File: src/rtl/counter_ctrl.sv
// Sequencing controller for an up/down counter: one-shot, auto-reload and
// ping-pong runs under a four-state FSM, with busy/done/wrap progress flags.
module counter_ctrl #(
    parameter int unsigned N_WIDTH = 4
) (
    input  logic               clk,
    input  logic               reset,
    input  logic               start,
    input  logic               halt,
    input  logic               hold,
    input  logic [1:0]         mode,
    input  logic               up_dn,
    input  logic [N_WIDTH-1:0] limit,
    output logic [N_WIDTH-1:0] count,
    output logic               busy,
    output logic               done,
    output logic               wrap,
    output logic               dir
);

    localparam logic [N_WIDTH-1:0] ONE         = N_WIDTH'(1);
    localparam logic [1:0]         MODE_RELOAD = 2'b01;
    localparam logic [1:0]         MODE_PING   = 2'b10;

    typedef enum logic [1:0] {
        S_IDLE = 2'b00,
        S_RUN  = 2'b01,
        S_HOLD = 2'b10,
        S_DONE = 2'b11
    } state_e;

    state_e             state_q, state_d;
    logic [N_WIDTH-1:0] count_q, count_d;
    logic [N_WIDTH-1:0] limit_q, limit_d;
    logic [1:0]         mode_q, mode_d;
    logic               dir_q, dir_d;
    logic               busy_q, busy_d;
    logic               done_q, done_d;
    logic               wrap_q, wrap_d;

    logic [N_WIDTH-1:0] terminal_c;
    logic               at_term_c;
    logic               oneshot_c;
    logic [N_WIDTH-1:0] step_c;
    logic [N_WIDTH-1:0] reload_c;
    logic [N_WIDTH-1:0] bounce_c;

    // Datapath helpers derived from the latched run configuration
    assign terminal_c = dir_q ? limit_q : '0;
    assign at_term_c  = (count_q == terminal_c);
    assign oneshot_c  = (mode_q != MODE_RELOAD) && (mode_q != MODE_PING);
    assign step_c     = dir_q ? (count_q + ONE) : (count_q - ONE);
    assign reload_c   = dir_q ? '0 : limit_q;
    // Ping-pong turnaround steps one in the reversed direction; limit 0 pins at 0
    assign bounce_c   = (limit_q == '0) ? '0
                      : (dir_q ? (count_q - ONE) : (count_q + ONE));

    // State and output registers
    always_ff @(posedge clk or negedge reset) begin
        if (!reset) begin
            state_q <= S_IDLE;
            count_q <= '0;
            limit_q <= '0;
            mode_q  <= 2'b00;
            dir_q   <= 1'b1;
            busy_q  <= 1'b0;
            done_q  <= 1'b0;
            wrap_q  <= 1'b0;
        end else begin
            state_q <= state_d;
            count_q <= count_d;
            limit_q <= limit_d;
            mode_q  <= mode_d;
            dir_q   <= dir_d;
            busy_q  <= busy_d;
            done_q  <= done_d;
            wrap_q  <= wrap_d;
        end
    end

    // Next-state logic; halt outranks every other request
    always_comb begin
        state_d = state_q;
        unique case (state_q)
            S_IDLE, S_DONE: begin
                if (halt) begin
                    state_d = S_IDLE;
                end else if (start) begin
                    state_d = S_RUN;
                end
            end
            S_RUN: begin
                if (halt) begin
                    state_d = S_IDLE;
                end else if (hold) begin
                    state_d = S_HOLD;
                end else if (at_term_c && oneshot_c) begin
                    state_d = S_DONE;
                end
            end
            S_HOLD: begin
                if (halt) begin
                    state_d = S_IDLE;
                end else if (!hold) begin
                    state_d = S_RUN;
                end
            end
            default: state_d = S_IDLE;
        endcase
    end

    // Next values for count, direction, config latch and pulses
    always_comb begin
        count_d = count_q;
        limit_d = limit_q;
        mode_d  = mode_q;
        dir_d   = dir_q;
        done_d  = 1'b0;
        wrap_d  = 1'b0;
        busy_d  = (state_d == S_RUN) || (state_d == S_HOLD);
        unique case (state_q)
            S_IDLE, S_DONE: begin
                if (halt) begin
                    count_d = '0;
                end else if (start) begin
                    limit_d = limit;
                    mode_d  = mode;
                    dir_d   = up_dn;
                    count_d = up_dn ? '0 : limit;
                end
            end
            S_RUN: begin
                if (halt) begin
                    count_d = '0;
                end else if (!hold) begin
                    if (!at_term_c) begin
                        count_d = step_c;
                    end else if (mode_q == MODE_RELOAD) begin
                        count_d = reload_c;
                        wrap_d  = 1'b1;
                    end else if (mode_q == MODE_PING) begin
                        count_d = bounce_c;
                        dir_d   = ~dir_q;
                        wrap_d  = 1'b1;
                    end else begin
                        done_d  = 1'b1;
                    end
                end
            end
            S_HOLD: begin
                if (halt) begin
                    count_d = '0;
                end
            end
            default: count_d = '0;
        endcase
    end

    assign count = count_q;
    assign busy  = busy_q;
    assign done  = done_q;
    assign wrap  = wrap_q;
    assign dir   = dir_q;

endmodule
File: config.mk
export PLATFORM = sky130hd
export DESIGN_NAME = counter_ctrl
export DESIGN_NICKNAME = d
export VERILOG_FILES = /design/src/rtl/counter_ctrl.sv
export SDC_FILE = /design/constraint.sdc
export NUM_CORES = 1
export LEC_CHECK = 0
export ABC_AREA = 0
export CELL_PAD_IN_SITES_DETAIL_PLACEMENT = 2
export CELL_PAD_IN_SITES_GLOBAL_PLACEMENT = 2
export CORE_ASPECT_RATIO = 1.75
export CORE_UTILIZATION = 29
export CTS_BUF_LIST = sky130_fd_sc_hd__clkbuf_16
export CTS_CLUSTER_SIZE = 14
export DETAILED_ROUTE_END_ITERATION = 10
export GPL_ROUTABILITY_DRIVEN = 1
export PLACE_DENSITY = 0.75
export SLEW_MARGIN = 20
export SYNTH_ARGS = -nofsm -noshare
export SYNTH_HDL_FRONTEND = slang
export SYNTH_SLANG_ARGS = --single-unit
File: constraint.sdc
create_clock -name clk -period 1.8 [get_ports clk]
set_input_delay 0.45 -clock clk [delete_from_list [all_inputs] [get_ports clk]]
set_output_delay 0.45 -clock clk [all_outputs]
set_load 0.05 [all_outputs]
==> impl_metrics.env, run 1 <==
export IMPL_critical_path_required_ps=1960
export IMPL_portBuffers=19
export IMPL_die_area_um2=4340
export IMPL_start_util_pct=30.3
export IMPL_tns_ps=-515
export IMPL_nNetsFinal=194
export IMPL_finalCriticalPeriod_ps=1910
export IMPL_firstDrtPassIters=4
export IMPL_path_max_fanout=8
export IMPL_syn_inst=127
export IMPL_syn_to_final_growth_pct=58.1
export IMPL_synth_distinct_cells=41
export IMPL_fin_worst_skew_ps=4.22
export IMPL_cp_end_kind="flop"
export IMPL_utilization_pct=47.8
export IMPL_gr_total_overflow=0
export IMPL_worst_pin_slew_ps=466
export IMPL_vias=1192
export IMPL_rsz0062_at_grt="true"
export IMPL_slew_violations=0
export IMPL_cts_buffers=3
export IMPL_root_buffer="clkbuf_16"
export IMPL_fmax_mhz=523
export IMPL_ioPinCount=20
export IMPL_detailedPlace_worstSlack_ps=-233
export IMPL_p_leak_uw=0.000825
export IMPL_final_common_cell="buf_4"
export IMPL_clk_transition_reported_paths_ps=50
export IMPL_yosys_register_bits=16
export IMPL_grt_pass1_vias=1411
export IMPL_drc=0
export IMPL_fin_crit_sh_pct=106
export IMPL_drt_initial_drc_count=20
export IMPL_ctsHoldBuffers=0
export IMPL_die_y_um=86.4
export IMPL_ir_drop_uv=678
export IMPL_cts_max_level=1
export IMPL_arrival_ps=2070
export IMPL_grt_max_degree=17
export IMPL_most_common_layout_cells="30 x buf_4, 11 x inv_1, 11 x dfrtp_1, 11 x clkdlybuf4s50_1, 10 x nor2_1"
export IMPL_violations="negative setup slack"
export IMPL_rows=30
export IMPL_finalHoldViolCount=0
export IMPL_power_density_nw_per_um2=1450
export IMPL_drt_wirelength_per_cell_um=21.3
export IMPL_avgSynthCellArea_um2=9.30
export IMPL_yosysTopAreaCell="dfrtp_1"
export IMPL_gp_congestion=0.847
export IMPL_synth_warnings=0
export IMPL_syn_num_nets=145
export IMPL_cts_tree="built"
export IMPL_finalSetupViolCount=6
export IMPL_outcome="complete, but fails checks"
export IMPL_ant_nets=0
export IMPL_crit_path_start_kind="flop"
export IMPL_crit_type="flop to flop"
export IMPL_relSlewSlack_pct=68.5
export IMPL_clock_sinks=16
export IMPL_async_flop_share_pct=100
export IMPL_grt_util_all_layers_pct=22.9
export IMPL_totalPowerFinal_uw=2710
export IMPL_fp_coreArea_um2=3900
export IMPL_syn_cell_area_um2=1180
export IMPL_ys_dominant_reg_cell="dfrtp_1"
export IMPL_grt_pass1_wl_um=7180
export IMPL_clock_path_buffers=2
export IMPL_hp_class="input port to asynchronous set/reset pin"
export IMPL_seq_area_frac_synth_pct=34.0
export IMPL_antenna_found_initial=0
export IMPL_die_w_um=50.2
export IMPL_diodes=0
export IMPL_synth_top_area_share_pct=31.8
export IMPL_yosys_top_cells_area="dfrtp_1 32%, mux2_2 6.7%, ha_1 6.4%, xor2_1 4.4%, nor2_1 3.5%"
export IMPL_wirelength_um=4750
export IMPL_synth_edff_count=0
export IMPL_fin_ws_ps=-113
export IMPL_drive_gt1_share_pct=44.6
export IMPL_max_cap_violations=0
export IMPL_hpwlAfterDp_um=3290
export IMPL_vias_per_cell=5.35
export IMPL_clkLatencyLatePin_ps=250
## final cells by class
type / count / area, µm²
clock buffers: 3 / 75.1
clock inverters: 1 / 3.75
fillers: 444 / 2040
inverters: 10 / 37.5
multi-input cells: 94 / 788
flip-flops and latches: 16 / 410
well taps: 48 / 60.1
repair buffers: 51 / 492
## worst paths after layout
check / end / from / slack, ps / cells after the start
min in group clk: mode_q[0] / mode_q[0] / 540 / 1
setup reg to reg: count[3] / dir / -110 / 7
setup / recovery: count[3] / dir / -110 / 7
hold reg to reg: mode_q[0] / mode_q[0] / 540 / 1
max in group asynchronous: dir / reset / 1000 / 2
hold / removal: wrap / reset / 540 / 2
## what timing repair did
item | 4_1_cts | 5_1_grt
setup endpoints to repair | 15 | 16
gates resized for setup | 17 | 12
pin swaps | 7 | 6
setup buffers | 6 | 2
## report_power, final
part	internal, µW	leakage (µW)	switching, µW	total, µW
Sequential	469	0.000194	147	616
Combinational	816	0.000588	831	1650
Clock	295	0.0000423	152	447
Total	1580	0.000825	1130	2710
## worst max-delay path: stages (launching register included)
cell and delay, ps:
dfstp_4 660, buf_6 110, or4b_4 470, o21ai_4 90
xnor2_2 80, o211ai_2 130, o211ai_1 110, a31oi_1 180
## routing by layer
metal | share of wire [%] | vias to the layer above | track usage (%)
met5 | 0 | - | 0
met4 | 2.9 | 0 | 12.5
met3 | 1.8 | 12 | 3.16
met2 | 61 | 24 | 45.8
met1 | 34 | 608 | 21.0
li1 | - | 548 | -
## state kept, by name, summed over array words and instances, names as in the netlist
name,flops
dir,1
mode_q,2
busy,1
wrap,1
done,1
state_q,2
limit_q,4
count,4
## synthesized netlist by cell type (3+ instances only)
master and n:
a22oi_1 4, nor2_1 11, xor2_1 6, a31oi_1 3
o21ai_0 4, mux2_2 7, ha_1 6, buf_6 3
mux2i_1 4, dfrtp_1 15, nand3_1 5, a21oi_1 6
buf_4 4, inv_1 10, nand2_1 8
## logic make-up (layout without fill, tap and decap cells)
group | after synthesis | after routing | synth area share [%]
compound gates | 32 | 32 | 19.1
buf+inv | 17 | 65 | 8.58
flops | 16 | 16 | 34.0
fa+ha+maj | 6 | 6 | 6.36
mux | 11 | 11 | 10.1
simple gates | 37 | 37 | 16.0
xor+xnor | 8 | 8 | 5.93
## through the flow
stage | instance area [µm²] | std cells | hold WS (ps)
2_1_floorplan | 1210 | 127 | 154
3_3_place_gp | 1620 | 212 | 527
3_5_place_dp | 1620 | 212 | 540
4_1_cts | 1810 | 222 | 540
5_1_grt | 1870 | 223 | 567
6_report | 1870 | 223 | 541
(Power assumes the default switching activity.)
==> run 2, diff against run 1 <==
CORE_UTILIZATION = 32   (was 29)
PLACE_DENSITY = 0.78   (was 0.75)
clock period = 1.86 ns   (was 1.8 ns; I/O delays follow)
==> run 2 against run 1 <==
Compared with the run above: the run still ends with negative setup slack left; power decreased by 1.5%; count of clock-buffer cells in the layout is the same; routed wire length is 1.6% lower; sequential cell count did not move; global-route usage rose by 3.6 points; non-clock buffer count is 10 lower; clock power down 2%; clock skew fell by 1.7 ps; maximum frequency down 4.8%; utilization up 5.0 points; design area decreased by 1.9%; critical endpoint is now count[2].
==> impl_metrics.env, run 2 (synthesized netlist as in run 1, its figures left out) <==
export IMPL_outcome="complete, but fails checks"
export IMPL_violations="negative setup slack"
export IMPL_clk_transition_reported_paths_ps=50
export IMPL_critical_path_required_ps=2030
export IMPL_ant_nets=0
export IMPL_crit_type="flop to flop"
export IMPL_rr_worst_depth=8
export IMPL_clock_sinks=16
export IMPL_fin_ws_ps=-150
export IMPL_fin_crit_sh_pct=108
export IMPL_grt_pass1_wl_um=6820
export IMPL_antenna_found_initial=0
export IMPL_cp_slowest_cell="dfstp_4"
export IMPL_root_buffer="clkbuf_16"
export IMPL_grt_pass1_vias=1345
export IMPL_start_util_pct=34.1
export IMPL_most_common_layout_cells="22 x buf_4, 11 x dfrtp_1, 11 x clkdlybuf4s50_1"
export IMPL_die_area_um2=3950
export IMPL_finalCriticalPeriod_ps=2010
export IMPL_ir_drop_uv=959
export IMPL_vias_per_cell=5.51
export IMPL_cts_tree="built"
export IMPL_drc=0
export IMPL_crit_chain="o21ai_2, o2bb2ai_2, o22a_4, buf_16, a41oi_4, buf_12, nor2_2, a21oi_1"
export IMPL_rows=28
export IMPL_finalSetupViolCount=6
export IMPL_die_y_um=82.4
export IMPL_drt_initial_drc_count=17
export IMPL_crit_path_start="dir"
export IMPL_hpwlAfterDp_um=3120
export IMPL_power_density_nw_per_um2=1460
export IMPL_portBuffers=19
export IMPL_finalHoldViolCount=0
export IMPL_p_leak_uw=0.000790
export IMPL_wirelength_um=4670
export IMPL_die_w_um=47.9
export IMPL_rrSetupSlack_ps=-150
export IMPL_arrival_ps=2180
export IMPL_rsz0062_at_grt="true"
export IMPL_worst_pin_slew_ps=550
export IMPL_slew_violations=0
export IMPL_clkLatencyLatePin_ps=260
export IMPL_gp_congestion=0.822
export IMPL_crit_path_start_kind="flop"
export IMPL_r2r_end="count[2]"
export IMPL_tns_ps=-623
export IMPL_hp_class="input port to asynchronous set/reset pin"
export IMPL_grt_util_all_layers_pct=26.6
export IMPL_final_common_cell="buf_4"
export IMPL_detailedPlace_worstSlack_ps=-208
export IMPL_nNetsFinal=184
export IMPL_ioPinCount=20
export IMPL_r2r_start="dir"
export IMPL_cp_endpoint="count[2]"
export IMPL_gr_total_overflow=0
export IMPL_clock_path_buffers=2
export IMPL_grt_max_degree=17
export IMPL_totalPowerFinal_uw=2670
export IMPL_relSlewSlack_pct=62.9
export IMPL_firstDrtPassIters=3
export IMPL_ctsHoldBuffers=0
export IMPL_drive_gt1_share_pct=43.6
export IMPL_whs_ps=547
export IMPL_cts_max_level=1
export IMPL_cp_end_kind="flop"
export IMPL_fmax_mhz=497
export IMPL_syn_to_final_growth_pct=55.1
export IMPL_path_max_fanout=8
export IMPL_vias=1158
export IMPL_max_stage_delay_ps=660
export IMPL_final_area_um2=1830
export IMPL_max_cap_violations=0
export IMPL_fp_coreArea_um2=3470
export IMPL_dpl_cell_area_um2=1550
export IMPL_diodes=0
export IMPL_fin_worst_skew_ps=2.55
export IMPL_cts_buffers=3
export IMPL_drt_wirelength_per_cell_um=22.2
==> run 2: cell types whose count changed in the layout (fill, tap and decap cells not counted), sizes merged <==
cell,change
buf,-10
clkinv,+1
inv,-1
==> run 2: cell type report <==
class	instances	area, µm²
tap	45	56.3
multi-input combinational	94	815
timing repair buffer	41	434
fill	348	1640
clock inverter	1	3.75
inverter	10	37.5
sequential	16	410
clock buffer	3	75.1
==> run 2: per-stage QoR <==
stage / util, % / instances
after floorplan: - / 127
after global placement: 44.7 / 201
after detailed placement: 44.7 / 201
after CTS: 50.6 / 208
after global routing: 52.8 / 210
final: 52.8 / 210
==> run 2: critical path, delay by kind of cell (launching register included) <==
family	cells	cell delay, ps
compound gates	5	910
flops	1	660
buf+inv	2	310
simple gates	1	40
==> run 2: worst min-delay path by stage <==
| stage | slack [ps] | cells past startpoint | end |
|---|---|---|---|
| 3_5_place_dp | 540 | 1 | mode_q[1] |
| 3_3_place_gp | 520 | 1 | mode_q[0] |
| 6_report | 550 | 2 | mode_q[1] |
| 4_1_cts | 550 | 2 | mode_q[1] |
| 2_1_floorplan | 170 | 0 | busy |
| 5_1_grt | 560 | 1 | mode_q[1] |
==> run 2: what timing repair did <==
item / CTS / global route
setup buffers: 2 / 2
gates cloned: 1 / 0
pin swaps: 8 / 4
gates resized for setup: 20 / 10
endpoints found under the setup margin: 7 / 15
==> run 2: metal layers <==
metal  track usage (%)  wire (µm)  up-vias
met4              16.4        255        0
li1                  -          -      530
met1              23.8       1590      592
met3              3.91         83       14
met5                 0          0        -
met2              50.4       2740       22
==> run 2: report_power, final <==
part	total [µW]	internal, µW	switching (µW)
sequential	601	454	148
clock	439	286	153
combinational	1630	795	835
total	2670	1530	1140
